File: src/rtl/mbist_march_ctrl.sv
// mbist_march_ctrl: March C- BIST sequencer for the tile's single-port SRAM.
// On an accepted start it drives every memory operation of the six March C-
// elements, compares each read against the expected background, and reports
// done / sticky fail / first failing address / saturating failure count.
// Optional single-row repair decision is built when MBIST_REPAIR_EN is defined.
module mbist_march_ctrl #(
  parameter int ADDR_W = 4,
  parameter int DATA_W = 8
) (
  input  logic              clk,
  input  logic              rst,
  input  logic              start,
  output logic [ADDR_W-1:0] mem_addr,
  output logic [DATA_W-1:0] mem_wdata,
  output logic              mem_we,
  output logic              mem_re,
  input  logic [DATA_W-1:0] mem_rdata,
  output logic              busy,
  output logic              done,
  output logic              fail,
  output logic [ADDR_W-1:0] fail_addr,
  output logic [3:0]        fail_count,
  output logic [1:0]        dbg_state
`ifdef MBIST_REPAIR_EN
  ,
  output logic              repair_valid,
  output logic [ADDR_W-1:0] repair_addr,
  output logic              unrepairable
`endif
);

  // Memory port protocol: exactly one of mem_we / mem_re is high in every RUN
  // cycle and both are low otherwise. A write commits mem_wdata to mem_addr at
  // the end of its cycle; a read returns mem_rdata in the following cycle. The
  // memory has no back-pressure, so every strobe is accepted in its cycle.

  typedef enum logic [1:0] {
    S_IDLE  = 2'd0,
    S_RUN   = 2'd1,
    S_DRAIN = 2'd2,
    S_DONE  = 2'd3
  } state_t;

  localparam logic              PH_READ   = 1'b0;
  localparam logic              PH_WRITE  = 1'b1;
  localparam logic [2:0]        LAST_ELEM = 3'd5;
  localparam logic [ADDR_W-1:0] ADDR_MAX  = '1;
  localparam logic [3:0]        CNT_MAX   = 4'd15;

  state_t            state;
  logic [2:0]        elem;
  logic              phase;

  // Pending compare: describes the read issued in the previous cycle.
  logic              cmp_valid;
  logic [DATA_W-1:0] cmp_exp;
  logic [ADDR_W-1:0] cmp_addr;

  logic [2:0]        elem_inc;
  logic [2:0]        nxt_elem;
  logic              nxt_phase;
  logic [ADDR_W-1:0] nxt_addr;
  logic              addr_last;
  logic              last_op;
  logic              miscmp;

`ifdef MBIST_REPAIR_EN
  logic              multi_fail;
  logic              second_addr;
`endif

  // M0 is the only element without a read.
  function automatic logic elem_has_read(input logic [2:0] e);
    return e != 3'd0;
  endfunction

  // M5 is the only element without a write.
  function automatic logic elem_has_write(input logic [2:0] e);
    return e != LAST_ELEM;
  endfunction

  // M3 and M4 walk the address space downwards.
  function automatic logic elem_down(input logic [2:0] e);
    return (e == 3'd3) || (e == 3'd4);
  endfunction

  // Background expected by the element's read: ones in M2 and M4.
  function automatic logic elem_rd_one(input logic [2:0] e);
    return (e == 3'd2) || (e == 3'd4);
  endfunction

  // Background written by the element's write: ones in M1 and M3.
  function automatic logic elem_wr_one(input logic [2:0] e);
    return (e == 3'd1) || (e == 3'd3);
  endfunction

  assign dbg_state = state;

  // Next operation after the one currently on the memory port.
  always_comb begin
    elem_inc  = elem + 3'd1;
    nxt_elem  = elem;
    nxt_phase = phase;
    nxt_addr  = mem_addr;
    last_op   = 1'b0;
    addr_last = elem_down(elem) ? (mem_addr == '0) : (mem_addr == ADDR_MAX);
    if ((phase == PH_READ) && elem_has_write(elem)) begin
      nxt_phase = PH_WRITE;
    end else if (addr_last) begin
      if (elem == LAST_ELEM) begin
        last_op = 1'b1;
      end else begin
        nxt_elem  = elem_inc;
        nxt_addr  = elem_down(elem_inc) ? ADDR_MAX : '0;
        nxt_phase = elem_has_read(elem_inc) ? PH_READ : PH_WRITE;
      end
    end else begin
      nxt_addr  = elem_down(elem) ? (mem_addr - ADDR_W'(1)) : (mem_addr + ADDR_W'(1));
      nxt_phase = elem_has_read(elem) ? PH_READ : PH_WRITE;
    end
  end

  // Read-data compare for the read issued last cycle.
  always_comb begin
    miscmp = cmp_valid && (mem_rdata != cmp_exp);
`ifdef MBIST_REPAIR_EN
    second_addr = miscmp && fail && (cmp_addr != fail_addr);
`endif
  end

  // Controller FSM, memory port, compare pipeline and status registers.
  always_ff @(posedge clk) begin
    if (rst) begin
      state        <= S_IDLE;
      elem         <= 3'd0;
      phase        <= PH_WRITE;
      mem_addr     <= '0;
      mem_wdata    <= '0;
      mem_we       <= 1'b0;
      mem_re       <= 1'b0;
      busy         <= 1'b0;
      done         <= 1'b0;
      fail         <= 1'b0;
      fail_addr    <= '0;
      fail_count   <= 4'd0;
      cmp_valid    <= 1'b0;
      cmp_exp      <= '0;
      cmp_addr     <= '0;
`ifdef MBIST_REPAIR_EN
      multi_fail   <= 1'b0;
      repair_valid <= 1'b0;
      repair_addr  <= '0;
      unrepairable <= 1'b0;
`endif
    end else begin
      // The read on the port this cycle is compared next cycle.
      cmp_valid <= mem_re;
      cmp_exp   <= {DATA_W{elem_rd_one(elem)}};
      cmp_addr  <= mem_addr;

      if (miscmp) begin
        if (fail_count != CNT_MAX) begin
          fail_count <= fail_count + 4'd1;
        end
        if (!fail) begin
          fail      <= 1'b1;
          fail_addr <= cmp_addr;
        end
`ifdef MBIST_REPAIR_EN
        if (second_addr) begin
          multi_fail <= 1'b1;
        end
`endif
      end

      case (state)
        S_IDLE, S_DONE: begin
          if (start) begin
            state        <= S_RUN;
            busy         <= 1'b1;
            done         <= 1'b0;
            fail         <= 1'b0;
            fail_addr    <= '0;
            fail_count   <= 4'd0;
            elem         <= 3'd0;
            phase        <= PH_WRITE;
            mem_addr     <= '0;
            mem_wdata    <= '0;
            mem_we       <= 1'b1;
            mem_re       <= 1'b0;
`ifdef MBIST_REPAIR_EN
            multi_fail   <= 1'b0;
            repair_valid <= 1'b0;
            repair_addr  <= '0;
            unrepairable <= 1'b0;
`endif
          end
        end
        S_RUN: begin
          if (last_op) begin
            state  <= S_DRAIN;
            mem_we <= 1'b0;
            mem_re <= 1'b0;
          end else begin
            elem      <= nxt_elem;
            phase     <= nxt_phase;
            mem_addr  <= nxt_addr;
            mem_wdata <= {DATA_W{elem_wr_one(nxt_elem)}};
            mem_we    <= nxt_phase;
            mem_re    <= ~nxt_phase;
          end
        end
        S_DRAIN: begin
          state <= S_DONE;
          busy  <= 1'b0;
          done  <= 1'b1;
`ifdef MBIST_REPAIR_EN
          // Fold in the final compare, which is resolved in this same cycle.
          repair_valid <= (fail || miscmp) && !(multi_fail || second_addr);
          unrepairable <= multi_fail || second_addr;
          repair_addr  <= fail ? fail_addr : (miscmp ? cmp_addr : '0);
`endif
        end
        default: begin
          state <= S_IDLE;
        end
      endcase
    end
  end

endmodule

File: config.mk
export PLATFORM = sky130hd
export DESIGN_NAME = mbist_march_ctrl
export DESIGN_NICKNAME = d
export VERILOG_FILES = /design/src/rtl/mbist_march_ctrl.sv
export SDC_FILE = /design/constraint.sdc
export NUM_CORES = 1
export LEC_CHECK = 0
export CORE_UTILIZATION = 56
export CTS_BUF_LIST = sky130_fd_sc_hd__clkbuf_4
export DETAILED_ROUTE_END_ITERATION = 8
export PLACE_DENSITY = 0.88
export SYNTH_ARGS = -nofsm -noshare
export SYNTH_HDL_FRONTEND = slang
export SYNTH_SLANG_ARGS = --single-unit
File: constraint.sdc
create_clock -name clk -period 3.55 [get_ports clk]
set_input_delay 0.71 -clock clk [delete_from_list [all_inputs] [get_ports clk]]
set_output_delay 0.71 -clock clk [all_outputs]
set_load 0.1 [all_outputs]
======== Word-level counts from Yosys, hierarchy flattened ========
Index checks and enable logic that the tools add are counted.
storage, ports and cells
  bits in registers ....................... 37
  input bits .............................. 11
  output and inout port bits .............. 27
  logic and storage cells ................. 109
operators by class
  $add $sub $neg .......................... 4
  equal/unequal tests ..................... 20
  muxes and demuxes ....................... 50
  bitwise logic cells ..................... 2
  reductions and logical operators ........ 18
operator list
  kind                   count
  $mux W4                15
  $mux W1                17
  $mux W8                2
  $pmux W8 S2            1
  $mux W3                5
  $eq A3 B2 Y1 const B   4
  $pmux W1 S2            5
  $eq A3 B3 Y1 const B   3
  $add A4 B1 Y4 const B  2
  $ne A2 B2 Y1 const B   4
  $ne A8 B8 Y1           1
  $pmux W4 S2            1
  $ne A3 B3 Y1 const B   2
  $pmux W2 S3            1
  $pmux W3 S2            1
  $reduce_and A2 Y1      3
  $reduce_bool A3 Y1     2
  $reduce_and A5 Y1      1
  $eq A2 B2 Y1 const B   2
  $eq A4 B4 Y1 const B   1
  $logic_not A4 Y1       1
  $logic_or A1 B1 Y1     4
  $mux W2                2
  $ne A4 B4 Y1 const B   1
  other kinds (10)       13

======== Longest topological paths before layout ========
  depth in word-level cells ............... 9
  mapped depth ............................ 9
  mapped depth without buffers ............ 9

======== Worst setup path after synthesis ========
OpenSTA, ideal clock, no wires.
  path kind ............................... register to register
  start point ............................. register state[0] (netlist: dbg_state[0])
  end point ............................... register mem_addr[1]
  library setup time ...................... 0.121 ns
  arrival time ............................ 2.384 ns
  setup slack ............................. 1.046 ns
  cell stages (with the launch flop) ...... 6
  path buffers ............................ 0
  cells stage by stage .................... dfxtp_1 > inv_1 > ha_1 > o21ai_0 > o21ai_2 > mux2_2
on the way
  cells in the longest elaborated chain, start to end .. 4
ends and longest elaborated chain
  what                                                          line  text
  from (decl)                                                   50    state_t state;
  from (signal assigned)                                        134   state <= S_IDLE;
  from (signal assigned)                                        179   state <= S_RUN;
  from (signal assigned)                                        201   state <= S_DRAIN;
  $eq A2 B2 Y1 or $logic_not A2 Y1 (tied branches)              176   case (state)
  $reduce_or A2 Y1                                              176
  $ne A2 B2 Y1 (no line) or $reduce_bool A2 Y1 (tied branches)  --
  $reduce_and A5 Y1 (no line)                                   --
  to (signal assigned)                                          207   mem_addr <= nxt_addr;
  to (decl)                                                     13    output logic [ADDR_W-1:0] mem_addr,
Parallel ways exist; a longest one is shown, timed or not.
A chain may end at the register's enable or synchronous reset.

======== Worst setup path after layout ========
  start point ............................. register mem_addr[3]
  end point ............................... output mem_addr[3]
No word-level cell between the ends.

==> key figures <==
Outcome
  – Outcome: complete, no violations

Floorplan
  – Ports: 38
  – Die area: 3180 um^2
  – Width of the die: 56.4 um
  – Row count: 19
  – Core region area: 2780 um^2
  – Starting Density: 0.596
  – Chip height: 56.4 um

Yosys
  – Post-Synthesis Cells: 188
  – Post-synth cell types: 42
  – Synthesis Warnings: 0
  – Post-synthesis async set-or-reset flop share: 0
  – Main synth FF type: dfxtp_1
  – Number of enable flip-flop cells after synthesis: 0
  – Register area share after synthesis: 0.362
  – Synth Net Count: 212
  – Cell area after synthesis: 1660 um^2
  – Synth Register Bits: 30
  – Post-Synthesis Mean Instance Area: 8.82 um^2

Global routing
  – Tot GR Track Use: 0.241
  – Vias in the first global route: 1404
  – Antenna violations before repair: 0
  – Largest net degree at the start of global routing: 15
  – Grt ovf: 0
  – Global-route wire length before repair: 5940 um

Worst setup path
  – Crit Reg-Reg Endpoint: mem_addr[1]
  – CP bufs+invs: 1
  – Slowest stage delay, CP: 1.19 ns
  – Crit-path max FO: 5
  – Cell Chain, Critical Path: clkdlybuf4s50_1
  – CP endpoint kind: output port
  – CP Class: reg -> out
  – Critical Path RT: 2.84 ns
  – FF-to-FF Start: elem[0]
  – Largest delay contributor family on the critical path: buffers and inverters
  – CP startpoint kind: register
  – R2R setup slack: 1.25 ns
  – Crit path DAT: 1.99 ns
  – Crit path max-delay cell type: clkdlybuf4s50_1
  – R2R cell count: 7

Routing
  – Antenna-violating nets left: 0
  – Number of DRC markers in iteration 0: 55
  – Detail Route met2 WL: 1680 um
  – Drt pass-1 iters: 5
  – Met1 Routed Length: 1520 um
  – Uppermost routed layer: met4
  – Final routed DRC violation total: 0
  – Via/cell ratio: 5.73
  – Routed wire per std cell: 13.8 um
  – DR vias: 1455
  – Drt total wl: 3500 um
  – Met3 Routed Length: 233 um

Timing
  – WHS: 0.462 ns
  – Final min period: 2.70 ns
  – Worst slew margin: 0.338
  – Unrepaired setup endpoints after global routing: false
  – Worst Tran Pin Value: 0.989 ns
  – Max Slew Vio Count: 0
  – Setup TNS: 0 ns
  – Final setup fails: 0
  – Final Skew: 0.0150 ns
  – Period utilization: 0.762
  – Final Hold Fails: 0
  – F_max: 0.370 GHz

Place
  – PortBufs: 37
  – GP Congestion: 0.845
  – DP Area: 1980 um^2
  – Post-DP HPWL: 2670 um

Clocking
  – Resized Gates After CTS: 0
  – Clk sinks: 30
  – CTS tree: yes
  – Root Buffer: clkbuf_4
  – Setup bufs post-CTS: 0
  – Number of hold buffers added after cts: 0
  – Worst-Skew Late Latency: 0.35 ns
  – Clock slew at reported path FFs: 0.10 ns
  – Clock Tree Buf Depth: 2
  – CTS buffer count: 5
  – H-tree depth: 2

Cells and area
  – Area Overhead vs Synth: 22.8%
  – Commonest non-fill, non-tap cells in the layout: dfxtp_1 (30), clkdlybuf4s50_1 (29), nand2_1 (19)
  – Nets: 246
  – Most common cell after layout, fill and taps aside: dfxtp_1
  – Layout cell share with drive strength beyond 1: 0.112
  – Number of diodes: 0
  – Design area: 2040 um^2

Pwr
  – Register share of total power: 0.347
  – Pwr dens: 559 nW/um^2
  – Switching power: 0.541 mW
  – Switching share of power: 0.475
  – Leak pwr: 0.889 nW
  – Clock share of power: 0.174
  – Comb pwr share: 0.479
  – Pint: 0.598 mW
  – Maximum VDD drop: 578 uV

Min path
  – Hold Startpoint: fail_addr[1]
  – Worst Hold Endpoint: fail_addr[1]
  – Hold path cells: 2
  – HP Class: reg -> reg

Flow run
  – Number of max-cap violations: 0
==> synth_stat cells, types with 2 or more instances <==
cell      instances  area share
a211oi_1          2      0.0090
a21o_1            3       0.014
a21oi_1          14       0.042
and3_1            2      0.0075
buf_4             7       0.032
clkbuf_1          2      0.0045
dfxtp_1          30        0.36
ha_1             12       0.090
inv_1            14       0.032
mux2_4            2       0.018
mux2i_1           9       0.054
nand2_1          19       0.043
nand2b_1          3       0.011
nand3_1           8       0.024
nand4_1           3       0.011
nor2_1           14       0.032
nor2b_1           2      0.0075
nor3_1            3      0.0090
nor4_1            2      0.0075
o21ai_0          12       0.036
o21ai_2           2       0.011
o21bai_1          2      0.0090
xnor2_1           2       0.011
==> worst max path at each step <==
| stage | end | depth (start not counted) | startpoint | slack [ns] |
|---|---|---|---|---|
| floorplan | mem_addr[1] | 5 | dbg_state[0] | 1.05 |
| global placement | fail_count[2] | 6 | mem_rdata[2] | 0.90 |
| detailed placement | fail_count[2] | 6 | mem_rdata[2] | 0.84 |
| CTS | mem_addr[3] | 1 | mem_addr[3] | 0.85 |
| global route | mem_addr[3] | 1 | mem_addr[3] | 0.81 |
| finish | mem_addr[3] | 1 | mem_addr[3] | 0.85 |
==> power groups by stage <==
| stage | Sequential, mW | Combinational (mW) | Clock (mW) |
|---|---|---|---|
| finish | 0.395 | 0.545 | 0.199 |
| detailed placement | 0.402 | 0.541 | 0 |
| floorplan | 0.600 | 0.227 | 0 |
| global placement | 0.399 | 0.533 | 0 |
| global route | 0.399 | 0.581 | 0.216 |
| CTS | 0.395 | 0.544 | 0.200 |
==> registers in the layout, indices dropped and copies added (netlist names) <==
| register | cells |
|---|---|
| dbg_state | 2 |
| mem_addr | 4 |
| fail_addr | 4 |
| mem_wdata | 1 |
| cmp_exp | 1 |
| elem | 3 |
| phase | 1 |
| fail | 1 |
| fail_count | 4 |
| done | 1 |
| cmp_valid | 1 |
| busy | 1 |
| cmp_addr | 4 |
| mem_we | 1 |
| mem_re | 1 |
==> area by class of cell <==
type                       count  area [um^2]
clock buffer                   5         37.5
clock inverter                 3         16.3
fill                         222          744
inverter                      14         52.6
multi-input combinational    134          941
sequential                    30          601
tap                           31         38.8
timing repair buffer          37          350
==> logic make-up after synthesis <==
logic type | after synthesis | synth area share
AND/OR/NAND/NOR | 61 | 0.177
flip-flops | 30 | 0.362
multiplexers | 13 | 0.0928
XOR/XNOR | 3 | 0.0158
buffers and inverters | 24 | 0.0709
AO/OA/AOI/OAI | 44 | 0.179
adder cells (fa/ha/maj) | 13 | 0.103
==> metrics by stage <==
step                total power [mW]  std cells  setup WS (ns)   util
global placement               0.932        246          0.900  0.713
global route                    1.20        254          0.808  0.732
floorplan                      0.827        188           1.05      -
detailed placement             0.943        246          0.835  0.713
finish                          1.14        254          0.845  0.732
CTS                             1.14        254          0.854  0.732
==> tightest hold or removal path, stage by stage (launching register included) <==
cell,delay (ns)
dfxtp_1,0.32
nand2_1,0.05
o21ai_0,0.06
==> metal layers <==
metal	track usage	vias to the layer above
met1	0.272	663
met5	0	-
met4	0.118	0
li1	-	725
met2	0.408	58
met3	0.0760	9
Note: power is estimated with default switching activity, not from simulation.
